## src/rtl/mem_xfer_regs_if.sv

```systemverilog
`default_nettype none
// ============================================================================
// Module   : mem_xfer_regs_if
// Brief    : Memory-port bundle between mem_xfer_regs and the RAM model.
// Revision : 1.0 - initial release
// ============================================================================
interface mem_xfer_regs_if #(
  parameter int DATA_W = 32,
  parameter int ADDR_W = 32
);
  logic [ADDR_W-1:0] mem_addr;
  logic [DATA_W-1:0] mem_wdata;
  logic [1:0]        mem_size;
  logic              mem_req;
  logic              mem_we;
  logic [DATA_W-1:0] mem_rdata;
  logic              mem_ack;

  modport master (
    output mem_addr, mem_wdata, mem_size, mem_req, mem_we,
    input  mem_rdata, mem_ack
  );

  modport slave (
    input  mem_addr, mem_wdata, mem_size, mem_req, mem_we,
    output mem_rdata, mem_ack
  );
endinterface
`default_nettype wire

```

## src/rtl/mem_xfer_regs.sv

```systemverilog
`default_nettype none
// ============================================================================
// Module   : mem_xfer_regs
// Brief    : MAR/MDR registers plus memory handshake with timeout and
//            byte/halfword/word read extension.
// Revision : 1.0 - initial release
// ============================================================================
module mem_xfer_regs #(
  parameter int DATA_W  = 32,
  parameter int ADDR_W  = 32,
  parameter int TIMEOUT = 16
) (
  input  wire logic              CLK,
  input  wire logic              RST,
  input  wire logic              MARLd,
  input  wire logic              MDRLd,
  input  wire logic [DATA_W-1:0] Ds,
  input  wire logic              MFA,
  input  wire logic              RW,
  input  wire logic [1:0]        Size,
  input  wire logic              SignExt,
  mem_xfer_regs_if.master        mem,
  output logic [ADDR_W-1:0]      MAR_Q,
  output logic [DATA_W-1:0]      MDR_Q,
  output logic                   MOC,
  output logic                   err,
  output logic                   busy
);

  localparam int CNT_W = (TIMEOUT > 1) ? $clog2(TIMEOUT) : 1;
  localparam logic [CNT_W-1:0] CNT_LAST = CNT_W'(TIMEOUT - 1);

  typedef enum logic [1:0] {
    IDLE = 2'd0,
    REQ  = 2'd1,
    DONE = 2'd2,
    FAIL = 2'd3
  } state_t;

  state_t            state_q, state_d;
  logic [ADDR_W-1:0] mar_q,   mar_d;
  logic [DATA_W-1:0] mdr_q,   mdr_d;
  logic [CNT_W-1:0]  cnt_q,   cnt_d;
  logic [1:0]        size_q,  size_d;
  logic              rw_q,    rw_d;
  logic              sext_q,  sext_d;
  logic [DATA_W-1:0] rdata_ext;

  // Sub-word reads always come from the low lanes; only the fill differs.
  always_comb begin
    rdata_ext = mem.mem_rdata;
    case (size_q)
      2'b00: begin
        for (int i = 8; i < DATA_W; i++) begin
          rdata_ext[i] = sext_q & mem.mem_rdata[7];
        end
      end
      2'b01: begin
        for (int i = 16; i < DATA_W; i++) begin
          rdata_ext[i] = sext_q & mem.mem_rdata[15];
        end
      end
      default: ;
    endcase
  end

  always_comb begin
    state_d = state_q;
    mar_d   = mar_q;
    mdr_d   = mdr_q;
    cnt_d   = cnt_q;
    size_d  = size_q;
    rw_d    = rw_q;
    sext_d  = sext_q;
    case (state_q)
      IDLE: begin
        if (MARLd) mar_d = ADDR_W'(Ds);
        if (MDRLd) mdr_d = Ds;
        if (MFA) begin
          rw_d    = RW;
          size_d  = Size;
          sext_d  = SignExt;
          cnt_d   = '0;
          state_d = REQ;
        end
      end
      REQ: begin
        // An ack on the last allowed cycle takes priority over the timeout.
        if (mem.mem_ack) begin
          if (rw_q) mdr_d = rdata_ext;
          state_d = DONE;
        end else begin
          cnt_d = cnt_q + CNT_W'(1);
          if (cnt_q == CNT_LAST) state_d = FAIL;
        end
      end
      DONE:    state_d = IDLE;
      FAIL:    state_d = IDLE;
      default: state_d = IDLE;
    endcase
  end

  always_ff @(posedge CLK) begin
    if (RST) begin
      state_q <= IDLE;
      mar_q   <= '0;
      mdr_q   <= '0;
      cnt_q   <= '0;
      size_q  <= '0;
      rw_q    <= 1'b0;
      sext_q  <= 1'b0;
    end else begin
      state_q <= state_d;
      mar_q   <= mar_d;
      mdr_q   <= mdr_d;
      cnt_q   <= cnt_d;
      size_q  <= size_d;
      rw_q    <= rw_d;
      sext_q  <= sext_d;
    end
  end

  assign mem.mem_addr  = mar_q;
  assign mem.mem_wdata = mdr_q;
  assign mem.mem_size  = size_q;
  assign mem.mem_req   = (state_q == REQ);
  assign mem.mem_we    = (state_q == REQ) && !rw_q;

  assign MAR_Q = mar_q;
  assign MDR_Q = mdr_q;
  assign MOC   = (state_q == DONE) || (state_q == FAIL);
  assign err   = (state_q == FAIL);
  assign busy  = (state_q != IDLE);

endmodule
`default_nettype wire

```

## src/flat_wrapper.sv

```systemverilog
// flat-port wrapper written by rule: the top's interface ports become plain ports
module mem_xfer_regs_flat 
#(
  parameter int DATA_W  = 32,
  parameter int ADDR_W  = 32,
  parameter int TIMEOUT = 16
)
  (CLK, RST, MARLd, MDRLd, Ds, MFA, RW, Size, SignExt, MAR_Q, MDR_Q, MOC, err, busy, mem_mem_addr, mem_mem_wdata, mem_mem_size, mem_mem_req, mem_mem_we, mem_mem_rdata, mem_mem_ack);
  mem_xfer_regs_if #(.DATA_W(DATA_W), .ADDR_W(ADDR_W)) mem_i ();
  input  wire logic CLK;
  input  wire logic RST;
  input  wire logic MARLd;
  input  wire logic MDRLd;
  input  wire logic [DATA_W-1:0] Ds;
  input  wire logic MFA;
  input  wire logic RW;
  input  wire logic [1:0] Size;
  input  wire logic SignExt;
  output logic [ADDR_W-1:0] MAR_Q;
  output logic [DATA_W-1:0] MDR_Q;
  output logic MOC;
  output logic err;
  output logic busy;
  output wire logic [$bits(mem_i.mem_addr)-1:0] mem_mem_addr;
  output wire logic [$bits(mem_i.mem_wdata)-1:0] mem_mem_wdata;
  output wire logic [$bits(mem_i.mem_size)-1:0] mem_mem_size;
  output wire logic [$bits(mem_i.mem_req)-1:0] mem_mem_req;
  output wire logic [$bits(mem_i.mem_we)-1:0] mem_mem_we;
  input wire logic [$bits(mem_i.mem_rdata)-1:0] mem_mem_rdata;
  input wire logic [$bits(mem_i.mem_ack)-1:0] mem_mem_ack;
  assign mem_mem_addr = mem_i.mem_addr;
  assign mem_mem_wdata = mem_i.mem_wdata;
  assign mem_mem_size = mem_i.mem_size;
  assign mem_mem_req = mem_i.mem_req;
  assign mem_mem_we = mem_i.mem_we;
  assign mem_i.mem_rdata = mem_mem_rdata;
  assign mem_i.mem_ack = mem_mem_ack;
  mem_xfer_regs #(.DATA_W(DATA_W), .ADDR_W(ADDR_W), .TIMEOUT(TIMEOUT)) u_core (.CLK(CLK), .RST(RST), .MARLd(MARLd), .MDRLd(MDRLd), .Ds(Ds), .MFA(MFA), .RW(RW), .Size(Size), .SignExt(SignExt), .mem(mem_i), .MAR_Q(MAR_Q), .MDR_Q(MDR_Q), .MOC(MOC), .err(err), .busy(busy));
endmodule
```

## config.mk

```make
export PLATFORM = sky130hd
export DESIGN_NAME = mem_xfer_regs_flat
export DESIGN_NICKNAME = d
export VERILOG_FILES = /design/src/rtl/mem_xfer_regs_if.sv /design/src/rtl/mem_xfer_regs.sv /design/src/flat_wrapper.sv
export SDC_FILE = /design/constraint.sdc
export NUM_CORES = 1
export LEC_CHECK = 0
export CAP_MARGIN = 20
export CORE_ASPECT_RATIO = 2
export CORE_MARGIN = 2
export CORE_UTILIZATION = 38
export CTS_CLUSTER_DIAMETER = 60
export DETAILED_ROUTE_END_ITERATION = 10
export HOLD_SLACK_MARGIN = 0.12
export MAX_ROUTING_LAYER = met4
export PLACE_DENSITY = 0.87
export RECOVER_POWER = 100
export SLEW_MARGIN = 20
export SYNTH_ARGS = -nofsm -noshare
export SYNTH_HDL_FRONTEND = slang
export SYNTH_SLANG_ARGS = --single-unit
```

## constraint.sdc

```tcl
create_clock -name CLK -period 1.6 [get_ports CLK]
set_input_delay 0.24 -clock CLK [delete_from_list [all_inputs] [get_ports CLK]]
set_output_delay 0.24 -clock CLK [all_outputs]
set_load 0.05 [all_outputs]
```

==> summary.md <==
| Metric | Value |
|---|---|
| Number of violations of the max-capacitance limit | `0` |
| Proportion of total power due to net switching | `0.3629` |
| Fill cell instance count of the final layout | `around 950` |
| Mapped cell area | `3580 um2` |
| Proportion of synthesized chip area in sequential cells | `0.4138` |
| Post-route non-filler standard cell count | `between 600 and 700` |
| Post-synth EDFFs | `0` |
| Highest Clock Rate | `about 650 MHz` |
| Number of input and output port buffers inserted | `~210` |
| Routed wire length | `between 10 and 15 mm` |
| Clock power frac | `0.340` |
| Fraction of registers with async set or reset after synthesis | `0` |
| Wire length of the first global-routing pass | `~17 mm` |
| Initial detailed-routing violation count | `between 150 and 200` |
| Cell taking the most area after synthesis | `sky130_fd_sc_hd__dfxtp_1` |
| Min cycle time layout | `roughly 1.5 ns` |
| Setup crit start kind | `register` |
| Clock network latency to the later pin of the worst-skew pair | `about 0.33 ns` |
| Number of global-route vias before repair | `roughly 3300` |
| Leakage | `2.009 nW` |
| Clock tree from TritonCTS | `done` |
| Deepest clock path buffer count | `2` |
| Internal power consumption | `between 0.003 and 0.004 W` |
| Overall routing resource usage | `0.2155` |
| Number of different library cells in the post-synthesis netlist | `32` |
| Status | `finished, final reports clean` |
| Arrival time at the worst endpoint | `1.29 ns` |
| Multiplexer fraction of the synthesized cell area | `0.06466` |
| X dimension of the die | `between 70 and 80 um` |
| DRC Markers | `0` |
| Vias/cell | `approximately 5.0` |
| Vertical die dimension | `approximately 140 um` |
| Effective utilization at floorplan | `0.3866` |
| Layout net count | `about 650` |
| Critical path data required time | `approximately 1.4 ns` |
| Cell count after placement | `around 660` |
| Number of antenna violations at the first check in global routing | `0` |
| Part of the total power dissipated in sequential elements | `0.347` |
| Post-layout util | `0.5392` |
| Number of top-level design ports | `209` |
| Syn Nets | `between 400 and 500` |
| Most common cell in the netlist | `sky130_fd_sc_hd__nand2_1` |
| Remaining global-route overflow | `0` |
| Final setup fails | `0` |
| Fin Setup TNS | `0 ns` |
| Worst VDD drop | `slightly above 0.0007 V` |
| Smallest hold slack | `0.4112 ns` |
| Design Power | `approximately 0.0060 W` |
| Row count | `50` |
| Area taken by multi-input logic gates | `between 1000 and 1500 um2` |
| Compound-Gate Fraction of Synth Area | `0.1657` |
| Largest net degree at the start of global routing | `28` |
| Placeable core region | `9259 um2` |
| Arithmetic-cell share of the synthesized area counting full adders, half adders and majority gates | `0.003495` |
| Crit end category | `primary output` |
| Post-synthesis sequential element count | `74` |
| Cell area power density | `around 1200 nW/um2` |
| Worst clock skew | `~0.0055 ns` |
| Antenna Violating Nets Remaining | `0` |
| Synthesized-area fraction occupied by xor and xnor cells | `0.004893` |
| Number of optimization iterations in the first detailed-route pass | `4` |
| Area fraction in and, or, nand and nor cells after synthesis | `0.1646` |
| Synth cell count leaders | `82 x sky130_fd_sc_hd__nand2_1, 74 x sky130_fd_sc_hd__dfxtp_1, 64 x sky130_fd_sc_hd__buf_4` |
| Share of the clock period used by the worst path after layout | `0.9578` |
| Actual transition at the worst max-transition pin | `about 0.62 ns` |
| Type of the worst setup path | `reg -> out` |
| Count of warnings emitted by yosys | `0` |
| Main combinational cell family by area after synthesis | `buffers and inverters` |
| Area growth, synth to finish | `39.46%` |
| Largest driver fanout on the critical path | `6` |
| Fraction of post-synthesis cell area in the top cell type by area | `0.4138` |
| Leading cell types by total area after synthesis | `sky130_fd_sc_hd__dfxtp_1 41%, sky130_fd_sc_hd__buf_4 13%, sky130_fd_sc_hd__nand2_1 8.6%` |
| Total die area | `10260 um2` |
| Wirelength per Cell | `approximately 16 um` |
| Seq. cell area | `roughly 1500 um2` |
| Clock tree root driver cell | `sky130_fd_sc_hd__clkbuf_16` |
| Routability-driven placement congestion ratio | `0.8079` |
| Fraction of final layout cells sized beyond drive strength 1 | `0.1448` |
| CTS Buf Count | `9` |
| Worst slew margin relative to its limit | `0.5872` |
| Gate power share | `0.313` |
| Num Clock Sinks | `between 70 and 80` |
| Most used flip-flop cell after synthesis | `sky130_fd_sc_hd__dfxtp_1` |
| Number of failing hold endpoints at the final stage | `0` |
| Half-perimeter wire length of the detailed placement result | `a little under 9 mm` |
| Instance count of the mapped netlist | `about 420` |
| Worst hold path type | `in -> reg` |
| Max H-tree Level | `3` |
| Diode count | `0` |
| Pins over their slew limit | `0` |
| Reported net switching power | `approximately 0.0022 W` |
| Clock-pin transition on the worst setup and hold timing paths | `0.06 ns` |
| Average cell area after synthesis | `roughly 8.5 um2` |
| Total vias in the final route | `approximately 3400` |
placed cells by master, fill, tap and decap left out, drive strengths merged, types with 11 or more instances in the layout:
master,count
dfxtp,74
nor2,36
nand2b,11
nand2,82
clkbuf,143
buf,31
a21oi,50
clkdlybuf4s50,72
mux2i,13
a22o,16
path summary, 6_finish.rpt:
check / from / to / slack (ns) / cells past startpoint
setup reg to reg: u_core.rw_q / u_core.MDR_Q[17] / 0.10 / 6
setup / recovery: u_core.state_q[1] / mem_mem_req / 0.07 / 4
hold / removal: RST / u_core.MDR_Q[25] / 0.41 / 3
hold reg to reg: u_core.MAR_Q[28] / u_core.MAR_Q[28] / 0.47 / 2
critical path, cell delays in order, from the launching register on:
cell	delay, ns
sky130_fd_sc_hd__dfxtp_1	0.37
sky130_fd_sc_hd__nand2b_1	0.16
sky130_fd_sc_hd__buf_6	0.15
sky130_fd_sc_hd__clkinvlp_4	0.13
sky130_fd_sc_hd__buf_12	0.17
kinds of logic (layout without fill, tap and decap cells):
| family | count (synthesis) | count (layout) |
|---|---|---|
| XOR/XNOR | 2 | 2 |
| flip-flops | 74 | 74 |
| adder cells (fa/ha/maj) | 1 | 1 |
| AND/OR/NAND/NOR | 139 | 141 |
| AO/OA/AOI/OAI | 88 | 88 |
| buffers and inverters | 97 | 252 |
| multiplexers | 22 | 22 |
metrics by stage:
stage / area [um2] / setup slack, ns
floorplan: 3601 / 0.003468
global placement: 5066 / -0.3604
detailed placement: 5066 / -0.4538
CTS: 5394 / 0.008763
global route: 4992 / -0.02207
finish: 4992 / 0.06747
repair_timing:
item                                    CTS  global route
resized for setup                         3             2
cloned                                    1             1
pin swaps                                 0             1
hold buffers                              0             0
endpoints found under the setup margin   25            26
setup buffers                             0             5
registers in the layout, summed over array words and instances (netlist names):
name                 count
u_core.MAR_Q            32
u_core.MDR_Q            32
u_core.cnt_q             4
u_core.mem.mem_size      2
u_core.state_q           2
u_core.rw_q              1
u_core.sext_q            1
per-layer routing:
metal  part of all wire  track usage
met3              0.055      0.03409
met1               0.36       0.2174
met5                  0            -
met2               0.56       0.3933
met4              0.028      0.09844
power by group through the flow:
stage / Clock [W] / Sequential (W) / Combinational (W)
3_5_place_dp: 0 / 0.00214 / 0.00205
2_1_floorplan: 0 / 0.00254 / 0.00105
5_1_grt: 0.00215 / 0.00211 / 0.00198
4_1_cts: 0.00208 / 0.00210 / 0.00207
3_3_place_gp: 0 / 0.00213 / 0.00203
6_report: 0.00205 / 0.00209 / 0.00189
cell type report:
cell class,instances,area share
clock buffers,13,0.05414
multi-input cells,254,0.2977
inverters,4,0.003759
well taps,104,0.02607
repair buffers,233,0.3133
flip-flops and latches,74,0.2980
clock inverters,2,0.007018
(Power assumes the default switching activity.)
